[config.mk]
export PLATFORM = sky130hd
export DESIGN_NAME = hazard_unit_n
export DESIGN_NICKNAME = d
export VERILOG_FILES = /design/src/rtl/hazard_unit_n.sv
export SDC_FILE = /design/constraint.sdc
export NUM_CORES = 1
export LEC_CHECK = 0
export ABC_AREA = 0
export CAP_MARGIN = 30
export CORE_MARGIN = 2
export CORE_UTILIZATION = 43
export CTS_BUF_LIST = sky130_fd_sc_hd__clkbuf_8
export CTS_CLUSTER_SIZE = 25
export DETAILED_ROUTE_END_ITERATION = 16
export GPL_TIMING_DRIVEN = 0
export MAX_ROUTING_LAYER = met4
export PLACE_DENSITY = 0.84
export SLEW_MARGIN = 40
export SYNTH_ARGS = -nofsm -noshare
export SYNTH_HDL_FRONTEND = slang
export SYNTH_SLANG_ARGS = --single-unit
[constraint.sdc]
create_clock -name clk -period 5.25 [get_ports clk]
set_clock_uncertainty 0.1 [all_clocks]
set_input_delay 1.575 -clock clk [delete_from_list [all_inputs] [get_ports clk]]
set_output_delay 1.575 -clock clk [all_outputs]
set_load 0.05 [all_outputs]
[src/rtl/hazard_unit_n.sv]
// Parametrised hazard unit for an N-lane F/D/E/M/W MIPS pipeline: forwarding, stalls, split issue, cache-miss FSMs.
// Optional lane-0 branch-compare forwarding from M when HAZARD_BRANCH_FWD_EN is defined.
module hazard_unit_n #(
  parameter  int unsigned LANES    = 2,
  parameter  int unsigned REGW     = 5,
  parameter  int unsigned MULT_LAT = 4,
  localparam int unsigned FW       = $clog2(2*LANES+1),
  localparam int unsigned PW       = (LANES > 1) ? $clog2(LANES) : 1
) (
  input  logic                  clk,
  input  logic                  rst,
  input  logic [LANES*REGW-1:0] rs_d,
  input  logic [LANES*REGW-1:0] rt_d,
  input  logic [LANES*REGW-1:0] wreg_d,
  input  logic [LANES-1:0]      regwrite_d,
  input  logic [LANES-1:0]      mfhilo_d,
  input  logic                  branch_d,
  input  logic [LANES*REGW-1:0] rs_e,
  input  logic [LANES*REGW-1:0] rt_e,
  input  logic [LANES*REGW-1:0] wreg_e,
  input  logic [LANES-1:0]      regwrite_e,
  input  logic [LANES-1:0]      memtoreg_e,
  input  logic [LANES*REGW-1:0] wreg_m,
  input  logic [LANES*REGW-1:0] wreg_w,
  input  logic [LANES-1:0]      regwrite_m,
  input  logic [LANES-1:0]      memtoreg_m,
  input  logic [LANES-1:0]      regwrite_w,
  input  logic                  mult_start_e,
  input  logic                  dmem_miss,
  input  logic                  dmem_ready,
  input  logic                  imem_miss,
  input  logic                  imem_ready,
  input  logic                  abort,
  output logic                  stall_f,
  output logic                  stall_d,
  output logic                  stall_e,
  output logic                  stall_m,
  output logic [LANES-1:0]      flush_e_mask,
  output logic                  flush_w,
  output logic [LANES*FW-1:0]   fwd_a_e,
  output logic [LANES*FW-1:0]   fwd_b_e,
  output logic [FW-1:0]         fwd_a_d,
  output logic [FW-1:0]         fwd_b_d,
  output logic                  ifetch_discard,
  output logic [PW-1:0]         issue_ptr
);

  localparam int unsigned MCW = $clog2(MULT_LAT+1);

  typedef enum logic       {D_IDLE, D_WAIT} dstate_t;
  typedef enum logic [1:0] {I_IDLE, I_WAIT, I_DRAIN} istate_t;

  dstate_t        r_dstate, w_dstate_nxt;
  istate_t        r_istate, w_istate_nxt;
  logic [MCW-1:0] r_mult_cnt;
  logic [PW-1:0]  r_issue_ptr, w_issue_ptr_nxt, w_dep_j;
  logic           w_dstall, w_istall, w_lwstall, w_branchstall, w_multstall;
  logic           w_dep_found, w_hit;

  function automatic logic [REGW-1:0] fld(input logic [LANES*REGW-1:0] v, input int k);
    return v[k*REGW +: REGW];
  endfunction

  function automatic logic src_hit(input logic [REGW-1:0] src, input logic [REGW-1:0] dst,
                                   input logic en);
    return (src != '0) && (src == dst) && en;
  endfunction

  // Later matches override earlier ones: W before M, lanes ascending, so M and younger lanes win.
  function automatic logic [FW-1:0] fwd_sel(input logic [REGW-1:0] src,
                                            input logic [LANES*REGW-1:0] wm, input logic [LANES-1:0] rwm,
                                            input logic [LANES*REGW-1:0] ww, input logic [LANES-1:0] rww);
    logic [FW-1:0] sel;
    sel = '0;
    for (int k = 0; k < LANES; k++)
      if (src_hit(src, fld(ww, k), rww[k])) sel = FW'(1 + LANES + k);
    for (int k = 0; k < LANES; k++)
      if (src_hit(src, fld(wm, k), rwm[k])) sel = FW'(1 + k);
    return sel;
  endfunction

  always_ff @(posedge clk or posedge rst) begin
    if (rst) begin
      r_dstate    <= D_IDLE;
      r_istate    <= I_IDLE;
      r_issue_ptr <= '0;
      r_mult_cnt  <= '0;
    end else begin
      r_dstate    <= w_dstate_nxt;
      r_istate    <= w_istate_nxt;
      r_issue_ptr <= w_issue_ptr_nxt;
      if (mult_start_e)            r_mult_cnt <= MCW'(MULT_LAT);
      else if (r_mult_cnt != '0)   r_mult_cnt <= r_mult_cnt - MCW'(1);
    end
  end

  always_comb begin
    stall_f         = 1'b0;
    stall_d         = 1'b0;
    stall_e         = 1'b0;
    stall_m         = 1'b0;
    flush_w         = 1'b0;
    flush_e_mask    = '0;
    fwd_a_e         = '0;
    fwd_b_e         = '0;
    fwd_a_d         = '0;
    fwd_b_d         = '0;
    ifetch_discard  = 1'b0;
    w_dstate_nxt    = r_dstate;
    w_istate_nxt    = r_istate;
    w_issue_ptr_nxt = r_issue_ptr;
    w_lwstall       = 1'b0;
    w_branchstall   = 1'b0;
    w_dep_found     = 1'b0;
    w_dep_j         = '0;
    w_hit           = 1'b0;

    for (int l = 0; l < LANES; l++) begin
      fwd_a_e[l*FW +: FW] = fwd_sel(fld(rs_e, l), wreg_m, regwrite_m, wreg_w, regwrite_w);
      fwd_b_e[l*FW +: FW] = fwd_sel(fld(rt_e, l), wreg_m, regwrite_m, wreg_w, regwrite_w);
    end

    for (int l = 0; l < LANES; l++)
      for (int k = 0; k < LANES; k++)
        if (src_hit(fld(rs_d, l), fld(wreg_e, k), memtoreg_e[k]) ||
            src_hit(fld(rt_d, l), fld(wreg_e, k), memtoreg_e[k]))
          w_lwstall = 1'b1;

    // Lane-0 branch compares in D, so an E result or an M load cannot be used yet.
    for (int k = 0; k < LANES; k++) begin
      if (src_hit(fld(rs_d, 0), fld(wreg_e, k), regwrite_e[k]) ||
          src_hit(fld(rt_d, 0), fld(wreg_e, k), regwrite_e[k]) ||
          src_hit(fld(rs_d, 0), fld(wreg_m, k), memtoreg_m[k]) ||
          src_hit(fld(rt_d, 0), fld(wreg_m, k), memtoreg_m[k]))
        w_branchstall = branch_d;
`ifdef HAZARD_BRANCH_FWD_EN
      if (src_hit(fld(rs_d, 0), fld(wreg_m, k), regwrite_m[k])) fwd_a_d = FW'(1 + k);
      if (src_hit(fld(rt_d, 0), fld(wreg_m, k), regwrite_m[k])) fwd_b_d = FW'(1 + k);
`else
      if (src_hit(fld(rs_d, 0), fld(wreg_m, k), regwrite_m[k]) ||
          src_hit(fld(rt_d, 0), fld(wreg_m, k), regwrite_m[k]))
        w_branchstall = branch_d;
`endif
    end

    w_multstall = (|mfhilo_d) && (r_mult_cnt != '0);

    case (r_dstate)
      D_IDLE:  if (dmem_miss && !dmem_ready) w_dstate_nxt = D_WAIT;
      default: if (dmem_ready) w_dstate_nxt = D_IDLE;
    endcase
    w_dstall = (r_dstate == D_WAIT) || (dmem_miss && !dmem_ready);

    // An abort during a refill must still swallow the returning line.
    case (r_istate)
      I_IDLE: if (imem_miss) w_istate_nxt = I_WAIT;
      I_WAIT: begin
        if (imem_ready) begin
          w_istate_nxt   = I_IDLE;
          ifetch_discard = abort;
        end else if (abort) begin
          w_istate_nxt = I_DRAIN;
        end
      end
      default: if (imem_ready) begin
        w_istate_nxt   = I_IDLE;
        ifetch_discard = 1'b1;
      end
    endcase
    w_istall = (r_istate != I_IDLE) || imem_miss;

    // First lane past the pointer that reads a result written inside the issuing window.
    for (int j = 1; j < LANES; j++) begin
      if (!w_dep_found && (j > int'(r_issue_ptr))) begin
        w_hit = 1'b0;
        for (int i = 0; i < LANES; i++)
          if ((i >= int'(r_issue_ptr)) && (i < j) &&
              (src_hit(fld(rs_d, j), fld(wreg_d, i), regwrite_d[i]) ||
               src_hit(fld(rt_d, j), fld(wreg_d, i), regwrite_d[i])))
            w_hit = 1'b1;
        if (w_hit) begin
          w_dep_found = 1'b1;
          w_dep_j     = PW'(j);
        end
      end
    end

    if (w_dstall) begin
      stall_f = 1'b1;
      stall_d = 1'b1;
      stall_e = 1'b1;
      stall_m = 1'b1;
      flush_w = 1'b1;
    end else if (w_lwstall || w_branchstall || w_multstall) begin
      stall_f      = 1'b1;
      stall_d      = 1'b1;
      flush_e_mask = '1;
    end else if (w_dep_found) begin
      stall_f = 1'b1;
      stall_d = 1'b1;
      for (int l = 0; l < LANES; l++)
        flush_e_mask[l] = (l < int'(r_issue_ptr)) || (l >= int'(w_dep_j));
      w_issue_ptr_nxt = w_dep_j;
    end else begin
      for (int l = 0; l < LANES; l++)
        flush_e_mask[l] = (l < int'(r_issue_ptr));
      w_issue_ptr_nxt = '0;
    end

    stall_f = stall_f || w_istall;

    if (rst) begin
      stall_f        = 1'b0;
      stall_d        = 1'b0;
      stall_e        = 1'b0;
      stall_m        = 1'b0;
      flush_w        = 1'b0;
      flush_e_mask   = '0;
      fwd_a_e        = '0;
      fwd_b_e        = '0;
      fwd_a_d        = '0;
      fwd_b_d        = '0;
      ifetch_discard = 1'b0;
    end
  end

  assign issue_ptr = r_issue_ptr;

endmodule

; After elaboration in Yosys (flattened, before gate mapping)
; Cells that the tools add are included.
[op_classes]
n_addsub = 1
n_lt_le_gt_ge = 4
eq_ne = 33
mux = 55
bitwise_logic = 2
reduce_logical = 107
[ops]
columns = op, count
row1 = $eq A5 B5 Y1, 30
row2 = $logic_and A1 B1 Y1, 71
row3 = $mux W3, 14
row4 = $reduce_bool A5 Y1, 8
row5 = $mux W1, 25
row6 = $mux W2, 12
row7 = $logic_or A1 B1 Y1, 19
row8 = $mux W6, 2
row9 = $reduce_bool A3 Y1, 2
row10 = $pmux W2 S2, 1
row11 = $reduce_bool A2 Y1, 2
row12 = $ne A3 B3 Y1 const B, 1
row13 = $reduce_and A3 Y1, 1
row14 = $sub A3 B1 Y3 const B, 1
row15 = $eq A2 B1 Y1 const B, 1
row16 = $ge A1 B1 Y1 const A, 2
row17 = $logic_not A2 Y1, 1
row18 = $ne A2 B2 Y1 const B, 1
row19 = $not A1 Y1, 2
row20 = $pmux W1 S2, 1
row21 = $reduce_and A2 Y1, 1
row22 = $reduce_or A2 Y1, 1
row23 = $gt A1 B1 Y1 const A, 1
row24 = $logic_not A1 Y1, 1
row25 = $lt A1 B1 Y1 const A, 1
[word_totals]
ff_bits = 7
in_bits = 103
output_inout_bits = 27
wordCells = 206

; Logic depth before layout (Yosys ltp)
; Gate-level depths: netlist (run 1).
[logic_depth]
depth_word = 16
depth_mapped = 8
depth_no_buf = 7

; Worst setup path before layout (run 1)
; OpenSTA, ideal clock, no wires.
[synth_timing]
path_type = input -> output
start = in rs_d[0]
end = out flush_e_mask[0]
arrival_time_ns = 4.049
required_time_ns = 3.575
slack_ns = -0.474
path_stages = 8
path_buffers = 1
path_cell_list = clkbuf_1 xnor2_1 nand3_1 nor4_1 o21ai_1 a41oi_1 nor3_2 a211oi_1
[synth_between]
elab_chain_len = 15
word_cells_on_any_way = 40
cone_classes = eq/ne: 4 / mux: 11 / reduce/logical: 25
[synth_lines]
columns = element, line
row1 = "start, declared", 12  ; input logic [LANES*REGW-1:0] rs_d,
row2 = $eq A5 B5 Y1 or $reduce_bool A5 Y1 (tied branches), 66  ; return (src != '0) && (src == dst) && en;
row3 = $logic_and A1 B1 Y1 (2 in a row), 66
row4 = $logic_or A1 B1 Y1, 131  ; if (src_hit(fld(rs_d, 0), fld(wreg_e, k), regwrite_e[k]) ||
row5 = $logic_or A1 B1 Y1, 132  ; src_hit(fld(rt_d, 0), fld(wreg_e, k), regwrite_e[k]) ||
row6 = $logic_or A1 B1 Y1, 133  ; src_hit(fld(rs_d, 0), fld(wreg_m, k), memtoreg_m[k]) ||
row7 = $mux W1, 131
row8 = $mux W1, 140  ; if (src_hit(fld(rs_d, 0), fld(wreg_m, k), regwrite_m[k]) ||
row9 = $mux W1, 131
row10 = $mux W1, 140
row11 = $logic_or A1 B1 Y1 (*) (2 in a row), 194  ; end else if (w_lwstall || w_branchstall || w_multstall) begin
row12 = $mux W2 (*), 194
row13 = $mux W2 (*), 188  ; if (w_dstall) begin
row14 = $mux W2 (*), 212  ; if (rst) begin
row15 = "end, declared", 38  ; output logic [LANES-1:0] flush_e_mask,
; Every way passes the cells marked *; elsewhere a longest branch is shown, timed or not.

; Worst setup path in the final report (run 1)
[layout_timing]
start = in rt_d[2]
end = out stall_f
[layout_between]
elab_chain_len = 16
word_cells_on_any_way = 41
cone_classes = eq/ne: 4 / mux: 11 / reduce/logical: 26
[layout_lines]
columns = element, line
row1 = "start, declared", 13  ; input logic [LANES*REGW-1:0] rt_d,
row2 = $eq A5 B5 Y1 or $reduce_bool A5 Y1 (tied branches), 66
row3 = $logic_and A1 B1 Y1 (2 in a row), 66
row4 = $logic_or A1 B1 Y1, 131
row5 = $logic_or A1 B1 Y1, 132
row6 = $logic_or A1 B1 Y1, 133
row7 = $mux W1, 131
row8 = $mux W1, 140
row9 = $mux W1, 131
row10 = $mux W1, 140
row11 = $logic_or A1 B1 Y1 (*) (2 in a row), 194
row12 = $mux W1 (*), 194
row13 = $mux W1 (*), 188
row14 = $logic_or A1 B1 Y1 (*), 210  ; stall_f = stall_f || w_istall;
row15 = $mux W1 (*), 212
row16 = "end, declared", 34  ; output logic stall_f,
; Marks and branches as above.

==> out/results.ini, run 1 <==
[run]
drv_cap = 0

[floorplan]
die_h_um = 83.2
core_area_mm2 = 0.00599
dieArea_mm2 = 0.00691
io_pins = 130
initial_utilization_pct = 45.0
die_width_um = 83.2
rows = 28

[sta]
drv_slew = 0
finalHoldViolations = 0
setup_viol = 0
period_minus_slack_ns = 5.19
slew_headroom_pct = 64.6
rsz0062_at_grt = yes
worstMarginPinSlew_ns = 0.531
fin_crit_sh_pct = 98.9
fin_ws_ns = 0.0587
timing.fmax_mhz = 193

[clocking]
root_buffer = clkbuf_8
clock-sinks = 7
htreeDepth = 1
cts_tree = built
hold_buffers = 0
insertion_delay_ns = 0.22
clk_pin_slew_worst_paths_ns = 0.04
cts_buffer_depth = 2
cts_made_buffers = 3

[route]
num_vias = 2957
postRouteAntennaNets = 0
drcViolationCount = 0
viasPerCell = 5.63
wire_per_inst_um = 17.2
drt_iter0_drc = 179
routed_wirelength_um = 9010
drt_pass1_iterations = 4

[yosys]
netlist_area_mm2 = 0.00269
synthDistinctLibCells = 36
synth_compound_area_share_pct = 9.06
async_reset_ff_share_pct = 100
ys_ff_latch = 7
synth_edf_count = 0
ys_warn_count = 0
syn_area_per_cell_um2 = 7.24
postSynthCellCount = 372
synthMuxAreaShare_pct = 0.372
synth_ff_type = dfrtp_1
yosys.area_share.simple_pct = 21.3
synthAdderAreaFrac_pct = 0.929
synth_xor_area_share_pct = 49.1
synth-seq-area-share_pct = 6.50
synth_top_family_by_area = XOR/XNOR gates

[worst_setup_path]
crit_fanout = 5
end_kind = output port
arrival_ns = 3.52
crit_type = input pin to output port
worstSetupStartpointType = input pin
crit_required_ns = 3.58

[final_layout]
fin_nets = 556
fill_cells = 548
fin_cells = 525
multiInputGateArea_mm2 = 0.00230
final_common_cell = xnor2_1
num_antenna_cells = 0
seq_area_um2 = 175
final_core_util_pct = 59.9
area_growth_pct = 33.3
final_cell_mix = 105 x xnor2_1, 46 x xor2_1, 35 x clkbuf_1, 31 x clkdlybuf4s50_1, 21 x nor4_1
drive_gt1_share_pct = 18.7

[hold_path]
hp-class = register to register

[global_route]
grt_pass1_vias = 2996
grt.overflow.total = 0
grt_pass1_wl_um = 14400
gr-usage-all-layers_pct = 25.5
antenna_found_initial = 0
grt_max_degree = 11

[place]
dp_cells = 514
hpwlAfterDp_um = 7050
pre_cts_ws_ns = -0.994
port_buffers = 62
routabilityCongestion = 0.945

[power]
p_leak_nw = 1.29
p_per_area_mw_per_mm2 = 147
peakVddDrop_mv = 0.138

[run_status]
outcome = finished clean

-- cells by family after synthesis --
family | count (synthesis)
AOI/OAI and AO/OA | 36
xor gates and xnor gates | 151
adders and majority gates | 2
buffers and inverters | 76
DFF | 7
muxes | 1
other | 1
and+or+nand+nor | 98
-- synth_stat cells, types with 6 or more instances --
cell      count  area share [%]
or4_1         6             1.7
nor2_1       19             2.6
dfrtp_1       7             6.5
o211ai_1      7             2.0
inv_1        12             1.7
nand3_1      12             2.2
xnor2_1     105              34
buf_2         7             1.3
clkbuf_1     42             5.9
xor2_1       46              15
a21oi_1       7             1.3
nand4_1      16             3.7
buf_4         8             2.2
nor4_1       27             6.3
-- critical path: stages --
cell     delay (ns)
buf_2          0.15
or4_4          0.53
nor2_4         0.16
nor4_1         0.07
o22ai_1        0.20
a41oi_2        0.19
nor3_4         0.30
a31oi_2        0.15
buf_6          0.19
-- per-layer routing --
layer  GRT usage, %  part of all wire [%]  vias up
li1               -                     -     1383
met1           30.6                    40     1399
met2           45.5                    51      154
met3           2.19                   7.4       21
met4           6.86                   1.6        0
met5              -                     0        -
-- cell type report --
cell class                 instances  area share [%]
timing repair buffer              69            17.5
buffer                            64            8.43
inverter                          12            1.25
multi-input combinational        294            64.1
tap                               75            2.61
clock buffer                       3            1.15
sequential                         7            4.88
clock inverter                     1           0.105
-- report_power, final --
part | switching [mW] | internal [mW]
combinational | 0.214 | 0.165
clock | 0.0215 | 0.0504
sequential | 0.0106 | 0.0678
total | 0.246 | 0.284
-- metrics by stage --
step	total power, mW	hold WS (ns)	TNS (ns)	cell area [µm²]
3_3_place_gp	0.422	0.366	-7.85	3440
4_1_cts	0.518	0.396	-0.0469	3530
2_1_floorplan	0.332	0.343	-1.19	2720
6_report	0.529	0.403	0	3590
5_1_grt	0.567	0.416	-0.279	3590
3_5_place_dp	0.436	0.383	-8.49	3440
-- worst paths after layout --
check / from / endpoint / slack (ns) / cells after the start
worst max-delay path: rt_d[2] / stall_f / 0.06 / 9
worst min-delay path: r_mult_cnt[2] / r_mult_cnt[2] / 0.40 / 1
worst max register to register: r_mult_cnt[0] / issue_ptr / 3.51 / 6
worst min register to register: r_mult_cnt[2] / r_mult_cnt[2] / 0.40 / 1
max in group asynchronous: rst / r_mult_cnt[1] / 2.74 / 3
min in group asynchronous: rst / r_dstate / 2.09 / 3
-- flip-flops by register name, summed over array words and instances (netlist names) --
signal / cells
r_dstate: 1
issue_ptr: 1
r_mult_cnt: 3
r_istate: 2
-- what timing repair did --
action                     in CTS  in global routing
setup endpoints to repair      19                 16
buffers inserted                4                  3
pin swaps                      13                 13
resized for setup             113                 48
cloned                          0                  0
(Power assumes the default switching activity.)
==> inputs of run 2 (changes only) <==
--- a/config.mk
+++ b/config.mk
@@ -15,6 +15,7 @@
 export GPL_TIMING_DRIVEN = 0
 export MAX_ROUTING_LAYER = met4
 export PLACE_DENSITY = 0.84
+export SKIP_CTS_REPAIR_TIMING = 1
 export SLEW_MARGIN = 40
 export SYNTH_ARGS = -nofsm -noshare
 export SYNTH_HDL_FRONTEND = slang
==> out/results.ini, run 2 (synthesis gave the netlist of run 1 again) <==
[power]
power_frac_comb_pct = 71.3  ; was 71.6%
p_per_area_mw_per_mm2 = 147  ; about the same
p_switching_uw = 243  ; was 246 µW
power_frac_seq_pct = 14.8  ; about the same
switching_share_pct = 46.3  ; was 46.4%
peakVddDrop_mv = 0.129  ; was 0.138 mV
p_leak_nw = 1.40  ; was 1.29 nW
clkPwrFrac_pct = 13.9  ; was 13.6%
internal-power_uw = 282  ; was 284 µW

[clocking]
root_buffer = clkbuf_8  ; unchanged
cts_buffer_depth = 2  ; unchanged
clock-sinks = 7  ; unchanged
cts_made_buffers = 3  ; unchanged
cts_tree = built  ; unchanged
htreeDepth = 1  ; unchanged
clk_pin_slew_worst_paths_ns = 0.04  ; about the same
insertion_delay_ns = 0.22  ; about the same

[worst_setup_path]
worstSetupStartpointType = input pin  ; unchanged
end_kind = output port  ; unchanged
crit_chain = buf_8 > or4_4 > o211ai_1 > o22ai_1 > o31ai_1 > nand2_1 > nor3_4 > a31oi_1 > buf_4  ; was buf_2 > or4_4 > nor2_4 > nor4_1 > o22ai_1 > a41oi_2 > nor3_4 > a31oi_2 > buf_6
crit_fanout = 4  ; was 5
crit_path_start = rt_d[9]  ; was rt_d[2]
crit_required_ns = 3.58  ; about the same
rr_worst_depth = 6  ; unchanged
worstSetupPathDepth = 9  ; unchanged
crit_slowest_cell = or4_4  ; unchanged
slowest_delay_ns = 0.54  ; was 0.53 ns
crit_end = stall_f  ; unchanged
r2r-end = issue_ptr  ; unchanged
rr_startpoint = r_mult_cnt[0]  ; unchanged
crit_type = input pin to output port  ; unchanged
path_buf_inv = 2  ; unchanged
crit_family = simple AND/OR/NAND/NOR gates  ; unchanged
reg2reg_slack_ns = 3.53  ; was 3.51 ns
arrival_ns = 3.64  ; was 3.52 ns

[sta]
fin_crit_sh_pct = 101  ; was 98.9%
period_minus_slack_ns = 5.32  ; was 5.19 ns
worstMarginPinSlew_ns = 0.558  ; was 0.531 ns
fin_ws_ns = -0.0672  ; was 0.0587 ns
timing.fmax_mhz = 188  ; was 193 MHz
rsz0062_at_grt = yes  ; unchanged
setup_viol = 2  ; was 0
finalHoldViolations = 0  ; unchanged
drv_slew = 0  ; unchanged
slew_headroom_pct = 62.8  ; was 64.6%
fin_tns_setup_ns = -0.0966  ; was 0 ns

[floorplan]
initial_utilization_pct = 45.0  ; unchanged
io_pins = 130  ; unchanged
rows = 28  ; unchanged
dieArea_mm2 = 0.00691  ; unchanged
core_area_mm2 = 0.00599  ; unchanged
die_h_um = 83.2  ; unchanged
die_width_um = 83.2  ; unchanged

[final_layout]
fin_cells = 522  ; was 525
final_common_cell = xnor2_1  ; unchanged
largest_register_ffs = 3  ; unchanged
area_growth_pct = 32.6  ; was 33.3%
regMostFlops = r_mult_cnt  ; unchanged
final_core_util_pct = 59.6  ; was 59.9%
num_antenna_cells = 0  ; unchanged
fin_nets = 553  ; was 556
final_cell_mix = 105 x xnor2_1, 46 x xor2_1, 41 x clkbuf_1, 31 x clkdlybuf4s50_1, 22 x nor4_1  ; was 105 x xnor2_1, 46 x xor2_1, 35 x clkbuf_1, 31 x clkdlybuf4s50_1, 21 x nor4_1
top_regs = r_mult_cnt x3, r_istate x2  ; unchanged
drive_gt1_share_pct = 15.0  ; was 18.7%

[global_route]
gr-usage-all-layers_pct = 24.8  ; was 25.5%
grt_pass1_wl_um = 14000  ; was 14400 µm
grt_max_degree = 11  ; unchanged
antenna_found_initial = 0  ; unchanged
grt.overflow.total = 0  ; unchanged
grt_pass1_vias = 2892  ; was 2996

[place]
hpwlAfterDp_um = 7050  ; unchanged
port_buffers = 62  ; unchanged
routabilityCongestion = 0.945  ; unchanged
dp_cells = 514  ; unchanged

[route]
drt_iter0_drc = 131  ; was 179
postRouteAntennaNets = 0  ; unchanged
drt_pass1_iterations = 5  ; was 4
num_vias = 2924  ; was 2957
viasPerCell = 5.60  ; was 5.63
wire_per_inst_um = 16.8  ; was 17.2 µm
drcViolationCount = 0  ; unchanged
routed_wirelength_um = 8770  ; was 9010 µm

[run]
drv_cap = 0  ; unchanged

[run_status]
violations = negative setup slack
outcome = finished, violations left  ; was finished clean

[hold_path]
hp-class = register to register  ; unchanged

## run 2: changes by cell type in the layout (fill, tap and decap cells not counted), moves of 2 or more
cell,change
clkdlybuf4s18_2,-2
dlygate4sd2_1,-9
dlymetal6s2s_1,+13
buf_4,-3
clkbuf_1,+6
buf_2,-5
## run 2: stage by stage
stage               total power, mW  hold slack [ns]  setup WS (ns)  instance area, µm²
CTS                           0.514            0.396         -0.999                3480
floorplan                     0.332            0.343         -0.474                2720
finish                        0.524            0.400        -0.0672                3570
detailed placement            0.436            0.383         -0.994                3440
global route                  0.564            0.416         -0.233                3570
global placement              0.422            0.366         -0.894                3440
## run 2: power groups by stage
stage / Combinational, mW / Sequential (mW) / Clock (mW)
final: 0.374 / 0.0777 / 0.0728
after global routing: 0.406 / 0.0802 / 0.0780
after CTS: 0.363 / 0.0775 / 0.0735
after detailed placement: 0.359 / 0.0776 / 0
after global placement: 0.345 / 0.0767 / 0
after floorplan: 0.254 / 0.0785 / 0
## run 2: how the worst min path moves through the flow
| stage | from | to | slack [ns] | depth (start not counted) |
|---|---|---|---|---|
| after floorplan | r_mult_cnt[2] | r_mult_cnt[2] | 0.34 | 1 |
| after global placement | r_mult_cnt[2] | r_mult_cnt[2] | 0.37 | 1 |
| after detailed placement | r_mult_cnt[2] | r_mult_cnt[2] | 0.38 | 1 |
| after CTS | r_mult_cnt[2] | r_mult_cnt[2] | 0.40 | 1 |
| after global routing | r_mult_cnt[2] | r_mult_cnt[2] | 0.42 | 1 |
| final | r_mult_cnt[2] | r_mult_cnt[2] | 0.40 | 1 |
## run 2: area by class of cell
cell class	instances	area, µm²
clock buffer	3	41.3
multi-input combinational	294	2280
timing repair buffer	66	636
buffer	64	295
clock inverter	1	3.75
fill	544	2420
sequential	7	175
inverter	12	45.0
tap	75	93.8
## run 2: layer usage
| layer | vias to the layer above | GRT usage (%) | part of all wire (%) | wire, µm |
|---|---|---|---|---|
| met5 | - | - | 0 | 0 |
| met4 | 0 | 5.66 | 2.3 | 198 |
| met3 | 28 | 1.79 | 6.3 | 556 |
| met2 | 135 | 43.8 | 50 | 4410 |
| met1 | 1382 | 30.8 | 41 | 3600 |
| li1 | 1379 | - | - | - |
==> inputs of run 3 (changes only) <==
--- a/config.mk
+++ b/config.mk
@@ -7,7 +7,6 @@
 export LEC_CHECK = 0
 export ABC_AREA = 0
 export CAP_MARGIN = 30
-export CORE_MARGIN = 2
 export CORE_UTILIZATION = 43
 export CTS_BUF_LIST = sky130_fd_sc_hd__clkbuf_8
 export CTS_CLUSTER_SIZE = 25
==> out/results.ini, run 3 (synthesis gave the netlist of run 1 again) <==
[route]
drt_pass1_iterations = 4  ; was 5
drcViolationCount = 0  ; unchanged
viasPerCell = 5.49  ; was 5.60
postRouteAntennaNets = 0  ; unchanged
wire_per_inst_um = 16.6  ; was 16.8 µm
num_vias = 2861  ; was 2924
drt_iter0_drc = 141  ; was 131
routed_wirelength_um = 8640  ; was 8770 µm

[sta]
slew_headroom_pct = 64.0  ; was 62.8%
worstMarginPinSlew_ns = 0.540  ; was 0.558 ns
rsz0062_at_grt = yes  ; unchanged
fin_crit_sh_pct = 100  ; was 101%
finalHoldViolations = 0  ; unchanged
drv_slew = 0  ; unchanged
period_minus_slack_ns = 5.25  ; was 5.32 ns
hold_ws_ns = 0.374  ; was 0.400 ns
setup_viol = 1  ; was 2
timing.fmax_mhz = 190  ; was 188 MHz
fin_ws_ns = -0.00213  ; was -0.0672 ns

[floorplan]
rows = 28  ; unchanged
die_width_um = 81.2  ; was 83.2 µm
dieArea_mm2 = 0.00659  ; was 0.00691 mm²
core_area_mm2 = 0.00599  ; unchanged
io_pins = 130  ; unchanged
die_h_um = 81.2  ; was 83.2 µm
initial_utilization_pct = 45.0  ; unchanged

[global_route]
grt_pass1_wl_um = 13000  ; was 14000 µm
antenna_found_initial = 0  ; unchanged
grt_pass1_vias = 2715  ; was 2892
gr-usage-all-layers_pct = 26.2  ; was 24.8%
grt.overflow.total = 0  ; unchanged
grt_max_degree = 11  ; unchanged

[hold_path]
hp-class = register to register  ; unchanged
hold_start = r_mult_cnt[2]  ; unchanged
whs_endpoint = r_mult_cnt[2]  ; unchanged
worstHoldPathCells = 1  ; unchanged

[worst_setup_path]
rr_worst_depth = 6  ; unchanged
slowest_delay_ns = 0.55  ; was 0.54 ns
crit_chain = buf_8 > or4_4 > o211ai_1 > o22ai_1 > o31ai_1 > nand2_1 > nor3_4 > a31oi_1 > buf_4  ; unchanged
crit_required_ns = 3.58  ; about the same
crit_type = input pin to output port  ; unchanged
reg2reg_slack_ns = 3.59  ; was 3.53 ns
path_buf_inv = 2  ; unchanged
rr_startpoint = r_mult_cnt[0]  ; unchanged
crit_family = simple AND/OR/NAND/NOR gates  ; unchanged
end_kind = output port  ; unchanged
worstSetupStartpointType = input pin  ; unchanged
crit_fanout = 4  ; unchanged
r2r-end = issue_ptr  ; unchanged
crit_slowest_cell = or4_4  ; unchanged
arrival_ns = 3.58  ; was 3.64 ns

[final_layout]
largest_register_ffs = 3  ; unchanged
top_regs = r_mult_cnt x3, r_istate x2  ; unchanged
fill_cells = 542  ; was 544
finalInstanceArea_mm2 = 0.00355  ; was 0.00357 mm²
regMostFlops = r_mult_cnt  ; unchanged
num_antenna_cells = 0  ; unchanged
final_cell_mix = 105 x xnor2_1, 46 x xor2_1, 37 x clkbuf_1, 31 x clkdlybuf4s50_1, 21 x nor4_1  ; was 105 x xnor2_1, 46 x xor2_1, 41 x clkbuf_1, 31 x clkdlybuf4s50_1, 22 x nor4_1
final_core_util_pct = 59.3  ; was 59.6%
fin_nets = 552  ; was 553
area_growth_pct = 31.9  ; was 32.6%
final_common_cell = xnor2_1  ; unchanged
drive_gt1_share_pct = 15.5  ; was 15.0%

[clocking]
clk_pin_slew_worst_paths_ns = 0.04  ; about the same
cts_tree = built  ; unchanged
htreeDepth = 1  ; unchanged
insertion_delay_ns = 0.22  ; about the same
cts_made_buffers = 3  ; unchanged
clock-sinks = 7  ; unchanged
root_buffer = clkbuf_8  ; unchanged
cts_buffer_depth = 2  ; unchanged

[power]
internal-power_uw = 279  ; was 282 µW
p_per_area_mw_per_mm2 = 145  ; was 147 mW/mm²
power_frac_comb_pct = 71.1  ; was 71.3%
power_frac_seq_pct = 15.1  ; was 14.8%
peakVddDrop_mv = 0.119  ; was 0.129 mV
switching_share_pct = 46.0  ; was 46.3%
p_switching_uw = 237  ; was 243 µW
p_leak_nw = 1.39  ; was 1.40 nW
clkPwrFrac_pct = 13.8  ; was 13.9%

[place]
hpwlAfterDp_um = 6920  ; was 7050 µm
routabilityCongestion = 0.912  ; was 0.945
dpl_cell_area_mm2 = 0.00344  ; unchanged
port_buffers = 62  ; unchanged

[run_status]
violations = negative setup slack  ; unchanged
outcome = finished, violations left  ; unchanged

[run]
drv_cap = 0  ; unchanged

## run 3: cell count changes in the layout (fill, tap and decap cells not counted), moves of 2 or more
| cell | previous run | this run |
|---|---|---|
| a211oi_2 | 2 | 0 |
| a211oi_1 | 1 | 3 |
| buf_4 | 15 | 17 |
| buf_6 | 6 | 4 |
| clkbuf_1 | 41 | 37 |
| clkbuf_2 | 9 | 13 |
## run 3: power by group through the flow
stage                     registers, mW  logic, mW  clock network (mW)
after global routing             0.0800      0.396              0.0782
final                            0.0778      0.367              0.0714
after CTS                        0.0779      0.358              0.0729
after global placement           0.0767      0.344                   0
after detailed placement         0.0784      0.356                   0
after floorplan                  0.0785      0.254                   0
## run 3: how the worst max path moves through the flow
stage | from | end | slack (ns) | cells after the start
final | rt_d[9] | stall_f | -0.002 | 9
after global routing | wreg_m[4] | flush_e_mask[1] | -0.13 | 9
after CTS | rt_d[6] | stall_f | -0.94 | 9
after detailed placement | rt_d[6] | stall_f | -0.94 | 9
after global placement | rt_d[6] | stall_f | -0.86 | 9
after floorplan | rs_d[0] | flush_e_mask[0] | -0.47 | 8
## run 3: cell type report
type,instances,area [µm²],share of cell area (%)
Multi-Input combinational cell,294,2270,64.0
Timing Repair Buffer,65,618,17.4
Buffer,64,300,8.45
Sequential cell,7,175,4.93
Tap cell,75,93.8,2.64
Inverter,12,45.0,1.27
Clock buffer,3,41.3,1.16
Clock inverter,1,3.75,0.106
## run 3: through the flow
step	setup TNS, ns	instances	total power [mW]	worst slack [ns]
floorplan	-1.19	377	0.332	-0.474
global placement	-7.52	514	0.421	-0.856
detailed placement	-8.05	514	0.435	-0.941
CTS	-8.13	518	0.509	-0.942
global route	-0.459	521	0.554	-0.126
finish	-0.00213	521	0.516	-0.00213
## run 3: per-layer routing
| layer | up-vias | global-route usage [%] | share of wire, % |
|---|---|---|---|
| met5 | - | - | 0 |
| met3 | 19 | 2.70 | 7.9 |
| met1 | 1346 | 32.8 | 40 |
| met2 | 122 | 44.2 | 50 |
| met4 | 0 | 7.86 | 1.6 |
| li1 | 1374 | - | - |
